File: src/rtl/kernel_run_sequencer_if.sv
// rtl/kernel_run_sequencer_if.sv - kernel start/done handshake plus result record stream
interface kernel_run_sequencer_if #(
    parameter int RUN_W   = 8,
    parameter int CYCLE_W = 32
);
    logic               start_port;
    logic               done_port;
    logic               compare_ok;
    logic               res_valid;
    logic               res_ready;
    logic [1:0]         res_status;
    logic [CYCLE_W-1:0] res_cycles;
    logic [RUN_W-1:0]   res_run_idx;

    modport master (
        output start_port, input done_port, input compare_ok,
        output res_valid, input res_ready,
        output res_status, output res_cycles, output res_run_idx
    );

    modport slave (
        input start_port, output done_port, output compare_ok,
        input res_valid, output res_ready,
        input res_status, input res_cycles, input res_run_idx
    );
endinterface

File: src/rtl/kernel_run_sequencer.sv
// rtl/kernel_run_sequencer.sv - back-to-back kernel runs with latency, watchdog and result FIFO
// Optional run statistics outputs (stat_min/stat_max/stat_total) under `define RUN_STATS_EN.
module kernel_run_sequencer #(
    parameter int RUN_W     = 8,
    parameter int CYCLE_W   = 32,
    parameter int TIMEOUT   = 200000000,
    parameter int RES_DEPTH = 4
) (
    input  logic                   clock,
    input  logic                   reset,
    input  logic                   cfg_start,
    input  logic [RUN_W-1:0]       cfg_num_runs,
    input  logic                   cfg_compare,
    output logic                   busy,
    output logic                   all_done,
    output logic                   timeout_flag,
    kernel_run_sequencer_if.master io
`ifdef RUN_STATS_EN
    ,
    output logic [CYCLE_W-1:0]       stat_min,
    output logic [CYCLE_W-1:0]       stat_max,
    output logic [CYCLE_W+RUN_W-1:0] stat_total
`endif
);
    localparam logic [2:0] S_IDLE   = 3'd0;
    localparam logic [2:0] S_LAUNCH = 3'd1;
    localparam logic [2:0] S_WAIT   = 3'd2;
    localparam logic [2:0] S_RECORD = 3'd3;
    localparam logic [2:0] S_FINISH = 3'd4;

    localparam logic [1:0] ST_FAIL    = 2'd0;
    localparam logic [1:0] ST_PASS    = 2'd1;
    localparam logic [1:0] ST_NOCHECK = 2'd2;
    localparam logic [1:0] ST_TIMEOUT = 2'd3;

    localparam int AW = $clog2(RES_DEPTH);
    localparam int EW = 2 + CYCLE_W + RUN_W;
    localparam logic [CYCLE_W-1:0] TMO     = CYCLE_W'(TIMEOUT);
    localparam logic [AW:0]        DEPTH_C = (AW+1)'(RES_DEPTH);

    logic [2:0]         state;
    logic [RUN_W-1:0]   num_runs, run_idx;
    logic               compare_en, aborted, rec_pushed, last_run;
    logic [CYCLE_W-1:0] cnt, cnt_inc, rec_cycles;
    logic [1:0]         rec_status, done_status;

    logic [EW-1:0]      mem [RES_DEPTH];
    logic [AW-1:0]      wr_ptr, rd_ptr;
    logic [AW:0]        count, count_next;
    logic               full, push, pop;

    assign cnt_inc     = cnt + CYCLE_W'(1);
    assign done_status = compare_en ? (io.compare_ok ? ST_PASS : ST_FAIL) : ST_NOCHECK;
    assign last_run    = aborted || (run_idx == num_runs - RUN_W'(1));

    assign full = (count == DEPTH_C);
    assign pop  = io.res_valid & io.res_ready;
    // A full FIFO still accepts the record when the consumer pops in the same cycle.
    assign push = (state == S_RECORD) && !rec_pushed && (!full || pop);

    always_comb begin
        count_next = count;
        if (push && !pop)      count_next = count + (AW+1)'(1);
        else if (pop && !push) count_next = count - (AW+1)'(1);
    end

    assign busy          = (state != S_IDLE);
    assign io.start_port = (state == S_LAUNCH);
    assign io.res_valid  = (count != '0);
    assign {io.res_status, io.res_cycles, io.res_run_idx} = io.res_valid ? mem[rd_ptr] : '0;

    always_ff @(posedge clock or negedge reset) begin
        if (!reset) begin
            state        <= S_IDLE;
            num_runs     <= '0;
            run_idx      <= '0;
            compare_en   <= 1'b0;
            aborted      <= 1'b0;
            rec_pushed   <= 1'b0;
            cnt          <= '0;
            rec_cycles   <= '0;
            rec_status   <= ST_FAIL;
            timeout_flag <= 1'b0;
            all_done     <= 1'b0;
        end else begin
            all_done <= (state == S_FINISH);
            case (state)
                S_IDLE: begin
                    if (cfg_start) begin
                        num_runs     <= cfg_num_runs;
                        compare_en   <= cfg_compare;
                        run_idx      <= '0;
                        aborted      <= 1'b0;
                        timeout_flag <= 1'b0;
                        state        <= (cfg_num_runs == '0) ? S_FINISH : S_LAUNCH;
                    end
                end
                S_LAUNCH: begin
                    cnt <= CYCLE_W'(1);
                    if (io.done_port) begin
                        rec_cycles <= CYCLE_W'(1);
                        rec_status <= done_status;
                        state      <= S_RECORD;
                    end else begin
                        state <= S_WAIT;
                    end
                end
                S_WAIT: begin
                    // cnt_inc is this cycle's latency; done takes priority over expiry.
                    cnt <= cnt_inc;
                    if (io.done_port) begin
                        rec_cycles <= cnt_inc;
                        rec_status <= done_status;
                        state      <= S_RECORD;
                    end else if (cnt_inc == TMO) begin
                        rec_cycles   <= TMO;
                        rec_status   <= ST_TIMEOUT;
                        timeout_flag <= 1'b1;
                        aborted      <= 1'b1;
                        state        <= S_RECORD;
                    end
                end
                S_RECORD: begin
                    // Hold here after the push until there is room for the next run's record.
                    if (push || rec_pushed) begin
                        if (last_run) begin
                            rec_pushed <= 1'b0;
                            state      <= S_FINISH;
                        end else if (count_next != DEPTH_C) begin
                            rec_pushed <= 1'b0;
                            run_idx    <= run_idx + RUN_W'(1);
                            state      <= S_LAUNCH;
                        end else begin
                            rec_pushed <= 1'b1;
                        end
                    end
                end
                S_FINISH: state <= S_IDLE;
                default:  state <= S_IDLE;
            endcase
        end
    end

    always_ff @(posedge clock or negedge reset) begin
        if (!reset) begin
            wr_ptr <= '0;
            rd_ptr <= '0;
            count  <= '0;
        end else begin
            if (push) wr_ptr <= wr_ptr + AW'(1);
            if (pop)  rd_ptr <= rd_ptr + AW'(1);
            count <= count_next;
        end
    end

    always_ff @(posedge clock) begin
        if (push) mem[wr_ptr] <= {rec_status, rec_cycles, run_idx};
    end

`ifdef RUN_STATS_EN
    always_ff @(posedge clock or negedge reset) begin
        if (!reset) begin
            stat_min   <= '0;
            stat_max   <= '0;
            stat_total <= '0;
        end else if (state == S_IDLE && cfg_start) begin
            stat_min   <= '1;
            stat_max   <= '0;
            stat_total <= '0;
        end else if (push && rec_status != ST_TIMEOUT) begin
            if (rec_cycles < stat_min) stat_min <= rec_cycles;
            if (rec_cycles > stat_max) stat_max <= rec_cycles;
            stat_total <= stat_total + (CYCLE_W+RUN_W)'(rec_cycles);
        end
    end
`endif
endmodule

File: src/flat_wrapper.sv
// flat-port wrapper written by rule: the top's interface ports become plain ports
module kernel_run_sequencer_flat 
#(
    parameter int RUN_W     = 8,
    parameter int CYCLE_W   = 32,
    parameter int TIMEOUT   = 200000000,
    parameter int RES_DEPTH = 4
)
  (clock, reset, cfg_start, cfg_num_runs, cfg_compare, busy, all_done, timeout_flag, io_start_port, io_done_port, io_compare_ok, io_res_valid, io_res_ready, io_res_status, io_res_cycles, io_res_run_idx);
  kernel_run_sequencer_if #(.RUN_W(RUN_W), .CYCLE_W(CYCLE_W)) io_i ();
  input  logic clock;
  input  logic reset;
  input  logic cfg_start;
  input  logic [RUN_W-1:0] cfg_num_runs;
  input  logic cfg_compare;
  output logic busy;
  output logic all_done;
  output logic timeout_flag;
  output wire logic [$bits(io_i.start_port)-1:0] io_start_port;
  input wire logic [$bits(io_i.done_port)-1:0] io_done_port;
  input wire logic [$bits(io_i.compare_ok)-1:0] io_compare_ok;
  output wire logic [$bits(io_i.res_valid)-1:0] io_res_valid;
  input wire logic [$bits(io_i.res_ready)-1:0] io_res_ready;
  output wire logic [$bits(io_i.res_status)-1:0] io_res_status;
  output wire logic [$bits(io_i.res_cycles)-1:0] io_res_cycles;
  output wire logic [$bits(io_i.res_run_idx)-1:0] io_res_run_idx;
  assign io_start_port = io_i.start_port;
  assign io_i.done_port = io_done_port;
  assign io_i.compare_ok = io_compare_ok;
  assign io_res_valid = io_i.res_valid;
  assign io_i.res_ready = io_res_ready;
  assign io_res_status = io_i.res_status;
  assign io_res_cycles = io_i.res_cycles;
  assign io_res_run_idx = io_i.res_run_idx;
  kernel_run_sequencer #(.RUN_W(RUN_W), .CYCLE_W(CYCLE_W), .TIMEOUT(TIMEOUT), .RES_DEPTH(RES_DEPTH)) u_core (.clock(clock), .reset(reset), .cfg_start(cfg_start), .cfg_num_runs(cfg_num_runs), .cfg_compare(cfg_compare), .busy(busy), .all_done(all_done), .timeout_flag(timeout_flag), .io(io_i));
endmodule
File: config.mk
export PLATFORM = sky130hd
export DESIGN_NAME = kernel_run_sequencer_flat
export DESIGN_NICKNAME = d
export VERILOG_FILES = /design/src/rtl/kernel_run_sequencer_if.sv /design/src/rtl/kernel_run_sequencer.sv /design/src/flat_wrapper.sv
export SDC_FILE = /design/constraint.sdc
export NUM_CORES = 1
export LEC_CHECK = 0
export CORE_ASPECT_RATIO = 1.75
export CORE_MARGIN = 4
export CORE_UTILIZATION = 65
export DETAILED_ROUTE_END_ITERATION = 16
export PLACE_DENSITY_LB_ADDON = 0.3
export SLEW_MARGIN = 20
export SYNTH_ARGS = -nofsm -noshare
export SYNTH_HDL_FRONTEND = slang
export SYNTH_SLANG_ARGS = --single-unit
File: constraint.sdc
create_clock -name clock -period 4.8 [get_ports clock]
set_clock_uncertainty 0.05 [all_clocks]
set_input_delay 1.2 -clock clock [delete_from_list [all_inputs] [get_ports clock]]
set_output_delay 1.2 -clock clock [all_outputs]
set_load 0.1 [all_outputs]
======== After elaboration in Yosys (flattened, before gate mapping) ========
Memories as Yosys holds them, arrays and structs flattened.
Index checks and enable logic that the tools add are counted.
word-level totals
  bits of input ports ..................... 15
  bits in writable memories ............... 168
  bits in read-only memories .............. 0
  flip-flop bits (word level) ............. 96
  latch bits .............................. 0
  output and inout port bits .............. 47
  memories ................................ 1
memories
  memory      depth  bits a word  rd ports  clocked after Yosys merged registers in  write ports  RTL line                    text
  u_core.mem  4      42           1         0                                        1            kernel_run_sequencer.sv:47  logic [EW-1:0] mem [RES_DEPTH];
operators by class
  equal/unequal tests ..................... 17
  shifts and indexed selects .............. 0
  divide/modulo/power cells ............... 0
  muxes and demuxes ....................... 36
  add/sub/neg operators ................... 7
  $lt $le $gt $ge ......................... 0
  reductions and logical operators ........ 24
  bitwise gates (word level) .............. 1
  multipliers ............................. 0
operator list
  operator                 number
  $pmux W32 S2             2
  $mux W32                 3
  $mux W42                 1
  $add A32 B1 Y32 const B  1
  $eq A32 B28 Y1 const B   1
  $mux W8                  4
  $mux W3                  9
  $pmux W8 S2              1
  $pmux W3 S4              1
  $ne A2 B2 Y1 const B     5
  $mux W1                  9
  $add A8 B1 Y8 const B    1
  $eq A8 B8 Y1             1
  $logic_not A8 Y1         1
  $mux W2                  4
  $reduce_and A4 Y1        2
  $sub A8 B1 Y8 const B    1
  $eq A3 B2 Y1 const B     2
  $eq A3 B3 Y1 const B     2
  $ne A3 B2 Y1 const B     2
  $reduce_bool A2 Y1       3
  $reduce_bool A3 Y1       2
  $reduce_and A5 Y1        1
  $add A2 B1 Y2 const B    2
  other kinds (14)         24

======== Longest topological paths before layout ========
Gate-level depths: netlist of run 1.
  word-level depth ........................ 13
  mapped depth ............................ 11
  depth with buffers taken out ............ 10

======== Worst setup path after synthesis of run 1 ========
Ideal clock, no wire load.
  path kind ............................... reg2reg
  from .................................... reg u_core.state[0]
  to ...................................... reg u_core.rec_cycles[19]
  clock period less this slack ............ 4517 ps
  arrival time ............................ 4342 ps
  slack ................................... 283 ps
  data required time ...................... 4625 ps
  cell stages (with the launch flop) ...... 8
  cell sequence ........................... dfrtp_1 clkbuf_1 nor3b_1 nor2_1 nor2_1 nor2_2 buf_6 mux2_4
on the way
  word-level cells in the longest chain between the ends .. 3
  elaborated cells between the ends (all ways) .. 7
  those cells by class .................... eq/ne (4); mux (1); reduce/logical (2)
RTL lines
  what                                                                 RTL line                     text
  start: declaration                                                   kernel_run_sequencer.sv:41   logic [2:0] state;
  start signal: assignment                                             kernel_run_sequencer.sv:95   state <= (cfg_num_runs == '0) ? S_FINISH : S_LAUNCH;
  $eq A3 B1 Y1 *                                                       n/a
  via io_start_port                                                    flat_wrapper.sv:19           output wire logic [$bits(io_i.start_port)-1:0] io_start_port;
  $ne A2 B1 Y1 (no line) / $reduce_bool A2 Y1 (equally long branches)  n/a
  $reduce_and A3 Y1 (no line)                                          n/a
  end signal: assignment                                               kernel_run_sequencer.sv:112  rec_cycles <= cnt_inc;
  end: declaration                                                     kernel_run_sequencer.sv:44   logic [CYCLE_W-1:0] cnt, cnt_inc, rec_cycles;
Mark *: on every way through the listed nets, which the timed path passes. The rest lies on a longest branch.
A chain may end at the register's enable or synchronous reset.

======== Worst setup path after layout of run 1 ========
  from .................................... reg u_core.state[0]
  to ...................................... out io_start_port
on the way
  word-level cells in the longest chain between the ends .. 1
RTL lines
  what              RTL line                    text
  $eq A3 B1 Y1      kernel_run_sequencer.sv:68  assign io.start_port = (state == S_LAUNCH);
  end: declaration  flat_wrapper.sv:19
No other way between the ends.

==> results.sh, run 1 <==
export IMPL_status="completed"
export IMPL_clock_latency_ps=510
export IMPL_postCtsHoldBufs=0
export IMPL_clk_pin_slew_ps=70
export IMPL_ys_warn_count=0
export IMPL_antenna_left=0
export IMPL_relSlewSlack=0.281
export IMPL_p_leak_nw=5.02
export IMPL_min_path_type="reg -> reg"
export IMPL_cap_violations=0
export IMPL_cts_setup_buffers=0
export IMPL_routed_wl_um=26400
export IMPL_synthFlopType="edfxtp_1"
export IMPL_async_flop_share=0.364
export IMPL_crit_end="io_start_port"
export IMPL_synthAdderAreaFrac=0.0115
export IMPL_max_vdd_ir_drop_v=0.000567
export IMPL_pre_cts_slack_ps=1040
export IMPL_critPathLaunchType="flop"
export IMPL_switchingPower_mw=4.44
export IMPL_swShare=0.465
export IMPL_p_clk_frac=0.197
export IMPL_first_global_vias=7878
export IMPL_num_vias=7778
export IMPL_synth_area_mux_share=0.0829
export IMPL_layout_commonest_cell="edfxtp_1"
export IMPL_synth_edf_count=168
export IMPL_numCtsBuffers=22
export IMPL_slew_viol_final=0
export IMPL_rows=65
export IMPL_antenna_found_initial=0
export IMPL_rr_worst_depth=11
export IMPL_period_minus_slack_ps=4010
export IMPL_rsz0062_at_grt="no"
export IMPL_end_kind="output pin"
export IMPL_cp_arrival_ps=2760
export IMPL_min_period_over_period=0.835
export IMPL_synth_area_um2=12000
export IMPL_setup_viol_count_final=0
export IMPL_post_cts_resize_count=0
export IMPL_r2r_end="u_core.rec_cycles[2]"
export IMPL_place_area_um2=12700
export IMPL_reg2reg_slack_ps=1070
export IMPL_setup_ws_ps=794
export IMPL_drive_gt1_frac=0.171
export IMPL_overflow=0
export IMPL_cts_root_buf="clkbuf_16"
export IMPL_ios=62
export IMPL_diodes=0
export IMPL_synth_top_cell_by_area="edfxtp_1"
export IMPL_synth_yosys_seq_area_share=0.623
export IMPL_htreeDepth=1
export IMPL_crit_path_max_fanout=11
export IMPL_cts_sinks=264
export IMPL_hold_slack_ps=467
export IMPL_seqCellArea_um2=7450
export IMPL_numPortBuffers=61
export IMPL_hpwlAfterDp_um=17700
export IMPL_nets=983
export IMPL_vias_per_cell=6.44
export IMPL_area_growth_pct=12.6
export IMPL_yosysTopAreaCellShare=0.422
export IMPL_timing_rr_start="u_core.cnt[0]"
export IMPL_die_y_um=187
export IMPL_mostFrequentLayoutCells="edfxtp_1 (168), nand2_1 (94), dfrtp_1 (94)"
export IMPL_final_cell_area_um2=13500
export IMPL_timing_fmax_mhz=250
export IMPL_cts_tree="built"
export IMPL_design_die_area_um2=20700
export IMPL_synth_xor_area_frac=0.0307
export IMPL_gp_congestion=0.875
export IMPL_synth_compound_area_frac=0.0907
export IMPL_yosys_area_share_simple=0.134
export IMPL_critical_path_class="reg -> out"
export IMPL_crit_required_ps=3550
export IMPL_pwr_share_seq=0.330
export IMPL_startpoint="u_core.state[0]"
export IMPL_gr_usage_all_layers=0.258
export IMPL_yosys_cell_types_count=68
export IMPL_nFillCells=1156
export IMPL_worst_pin_slew_ps=1080
export IMPL_drt_first_pass_iters=6
export IMPL_grt_pass1_wl_um=42600
export IMPL_drt_iter0_drc=483
export IMPL_clockBufferDepth=3
export IMPL_drt_wirelength_per_cell_um=21.9
export IMPL_finalHoldViolCount=0
export IMPL_ys_seq_elements=264
export IMPL_syn_mean_instance_area_um2=13.1
export IMPL_start_util=0.662
export IMPL_drc_errors=0
export IMPL_dieWidth_um=111
export IMPL_synth_top_family_by_area="simple AND/OR/NAND/NOR gates"
export IMPL_design_core_area_um2=18100
export IMPL_combinationalPowerShare=0.473
export IMPL_p_int_mw=5.11
export IMPL_tns_ps=0
export IMPL_grt_start_max_net_pins=70
export IMPL_p_per_area_nw_per_um2=710
export IMPL_multi_input_area_um2=4190
export IMPL_syn_nets=940
export IMPL_synth_area_leaders="edfxtp_1 (42%), dfrtp_1 (20%), mux4_2 (7.9%), nand2_1 (3.0%), o21ai_0 (2.7%)"
export IMPL_synthCells=914
Yosys cell counts (12+ instances only):
cell,number
a21oi_1,26
a22o_1,18
and2_1,50
and3_1,12
clkbuf_1,48
dfrtp_1,96
edfxtp_1,168
inv_1,22
mux4_2,42
nand2_1,94
nand3_1,25
nand4_1,17
nor2_1,31
nor3_1,19
o21ai_0,65
xnor2_1,28
xor2_1,12
registers in the layout, summed over array words and instances, names as in the netlist:
name and flops:
u_core.rec_cycles 32, u_core.run_idx 8, u_core.rd_ptr 2, u_core.num_runs 8, u_core.rec_pushed 1, u_core.count 3, u_core.rec_status 2, u_core.mem 168
u_core.cnt 32, u_core.timeout_flag 1, u_core.state 3, u_core.wr_ptr 2, u_core.compare_en 1, u_core.all_done 1
layer usage:
layer  vias up  GRT usage  wire length [um]
li1       3529          -                 -
met1      3871      0.309              9560
met2       301      0.469             14400
met3        77     0.0262              1230
met4         0      0.114              1190
met5         -          0                 0
power by group through the flow:
stage,Combinational (mW),Sequential [mW],Clock (mW)
after global routing,4.74,3.20,2.01
after detailed placement,4.51,3.19,0
after floorplan,3.71,2.97,0
after global placement,4.45,3.17,0
after CTS,4.55,3.15,1.90
final,4.52,3.15,1.88
area by class of cell:
cell class / count / area share
clock buffers: 29 / 0.0499
clock inverters: 11 / 0.00799
inverters: 22 / 0.00613
multi-input cells: 569 / 0.311
flip-flops and latches: 264 / 0.553
well taps: 234 / 0.0217
repair buffers: 78 / 0.0494
worst min-delay path by stage:
stage	start	endpoint	slack, ps	cells after the start
finish	u_core.rec_cycles[9]	u_core.mem[1][17]	470	0
global route	u_core.rec_cycles[29]	u_core.mem[3][37]	500	0
CTS	u_core.rec_cycles[9]	u_core.mem[1][17]	470	0
detailed placement	u_core.rec_cycles[9]	u_core.mem[1][17]	450	0
global placement	u_core.num_runs[7]	u_core.num_runs[7]	440	2
floorplan	u_core.compare_en	u_core.rec_status[1]	410	1
critical path, cell delays in order (launching register included):
cell and delay [ps]:
dfrtp_1 510, nor3b_1 500, clkdlybuf4s50_1 1230
logic make-up after synthesis:
group | count (synthesis)
compound gates | 170
buf+inv | 81
simple gates | 301
fa+ha+maj | 11
mux | 46
flops | 264
xor+xnor | 41
stage by stage:
stage | cells | util | power, mW
after CTS | 1207 | 0.746 | 9.60
after global routing | 1207 | 0.746 | 9.95
final | 1207 | 0.746 | 9.55
after detailed placement | 1167 | 0.702 | 7.70
after floorplan | 914 | - | 6.68
after global placement | 1167 | 0.702 | 7.62
No activity file was read; power rests on OpenSTA's default activity.
==> run 2, diff against run 1 <==
CORE_UTILIZATION = 54   (was 65)
clock period = 3.5 ns   (was 4.8 ns; I/O delays follow)
==> run 2 against run 1 <==
Net effect:
- utilization is 8.5 points lower
- count of clock-buffer cells in the layout is 3 lower
- critical endpoint is now io_res_cycles[30]
- cell area is 6.4% higher
- largest cell class unchanged
==> results.sh, run 2 (synthesis gave the netlist of run 1 again) <==
export IMPL_status="completed"
export IMPL_rsz0062_at_grt="no"
export IMPL_layout_commonest_cell="edfxtp_1"
export IMPL_antenna_found_initial=0
export IMPL_antenna_left=0
export IMPL_gp_congestion=0.929
export IMPL_pre_cts_slack_ps=274
export IMPL_slew_viol_final=0
export IMPL_die_y_um=205
export IMPL_start_util=0.552
export IMPL_drive_gt1_frac=0.191
export IMPL_num_vias=7724
export IMPL_routed_wl_um=26700
export IMPL_final_cell_area_um2=14300
export IMPL_vias_per_cell=6.02
export IMPL_drt_iter0_drc=592
export IMPL_critical_path_class="reg -> out"
export IMPL_hpwlAfterDp_um=18200
export IMPL_period_minus_slack_ps=3350
export IMPL_numCtsBuffers=23
export IMPL_design_die_area_um2=24700
export IMPL_place_area_um2=13500
export IMPL_utilization=0.661
export IMPL_crit_required_ps=2570
export IMPL_tns_ps=0
export IMPL_numPortBuffers=61
export IMPL_min_period_over_period=0.958
export IMPL_gr_usage_all_layers=0.222
export IMPL_rr_worst_depth=9
export IMPL_cts_sinks=264
export IMPL_reg2reg_slack_ps=290
export IMPL_cap_violations=0
export IMPL_p_per_area_nw_per_um2=1010
export IMPL_drc_errors=0
export IMPL_largest_reg_flops=168
export IMPL_design_core_area_um2=21700
export IMPL_drt_first_pass_iters=7
export IMPL_top_register="u_core.mem"
export IMPL_max_vdd_ir_drop_v=0.000587
export IMPL_top_regs="u_core.mem (168), u_core.cnt (32), u_core.rec_cycles (32)"
export IMPL_cts_setup_buffers=0
export IMPL_finalHoldViolCount=0
export IMPL_timing_fmax_mhz=298
export IMPL_area_growth_pct=19.8
export IMPL_nets=1001
export IMPL_ios=62
export IMPL_clock_latency_ps=520
export IMPL_setup_viol_count_final=0
export IMPL_crit_path_max_fanout=14
export IMPL_overflow=0
export IMPL_critPathLaunchType="flop"
export IMPL_dieWidth_um=120
export IMPL_min_path_type="in -> async"
export IMPL_mostFrequentLayoutCells="edfxtp_1 (168), nand2_1 (94), dfrtp_1 (94)"
export IMPL_rows=71
export IMPL_end_kind="output pin"
export IMPL_htreeDepth=1
export IMPL_setup_ws_ps=147
export IMPL_p_leak_nw=5.33
export IMPL_cts_tree="built"
export IMPL_clockBufferDepth=3
export IMPL_first_global_vias=7708
export IMPL_grt_start_max_net_pins=54
export IMPL_diodes=0
export IMPL_timing_rr_start="u_core.cnt[0]"
export IMPL_cp_arrival_ps=2430
export IMPL_cts_root_buf="clkbuf_16"
export IMPL_grt_pass1_wl_um=42600
export IMPL_drt_wirelength_per_cell_um=20.8
export IMPL_clk_pin_slew_ps=70
export IMPL_r2r_end="u_core.rec_cycles[10]"
export IMPL_relSlewSlack=0.503
export IMPL_worst_pin_slew_ps=745
-- run 2: cell type report --
type                    count  area, um2
flip-flops and latches    264       7450
inverters                  22       82.6
clock buffers              26        587
repair buffers             95       1380
clock inverters            15        251
well taps                 292        365
fillers                  1563       7350
multi-input cells         569       4200
-- run 2: stage by stage --
stage | total power [mW] | cells | hold WS [ps]
CTS | 14.6 | 1283 | 387
finish | 14.5 | 1283 | 372
floorplan | 9.16 | 914 | 411
global placement | 11.7 | 1242 | 438
global route | 15.1 | 1283 | 425
detailed placement | 11.8 | 1242 | 451
-- run 2: power by group --
part           internal (mW)  switching, mW  leakage, nW
clock                   1.67           1.12        0.403
sequential              3.83          0.391         2.85
combinational           2.72           4.79         2.08
-- run 2: timing repair --
action / CTS / global route
gates resized for setup: 0 / 2
endpoints found under the setup margin: 0 / 1
hold buffers: 0 / 0
-- run 2: worst max-delay path, cell delays in order, from the launching register on --
cell and delay, ps:
dfrtp_2 710, buf_4 290, mux4_2 520, and2_1 200
buf_12 170
-- run 2: worst max-delay path by stage --
stage	cells after the start	start	slack [ps]	to
3_5_place_dp	8	io_res_ready	270	u_core.run_idx[7]
3_3_place_gp	8	io_res_ready	350	u_core.run_idx[5]
2_1_floorplan	6	u_core.count[1]	180	io_res_cycles[24]
5_1_grt	4	u_core.rd_ptr[0]	30	io_res_cycles[30]
4_1_cts	4	u_core.rd_ptr[0]	90	io_res_cycles[30]
6_report	4	u_core.rd_ptr[0]	150	io_res_cycles[30]
-- run 2: per-layer routing --
layer	track usage	vias to the layer above	wire length, um
met5	0	-	0
met4	0.0778	0	889
met1	0.265	3850	9840
met3	0.0229	65	1220
met2	0.413	246	14800
li1	-	3563	-
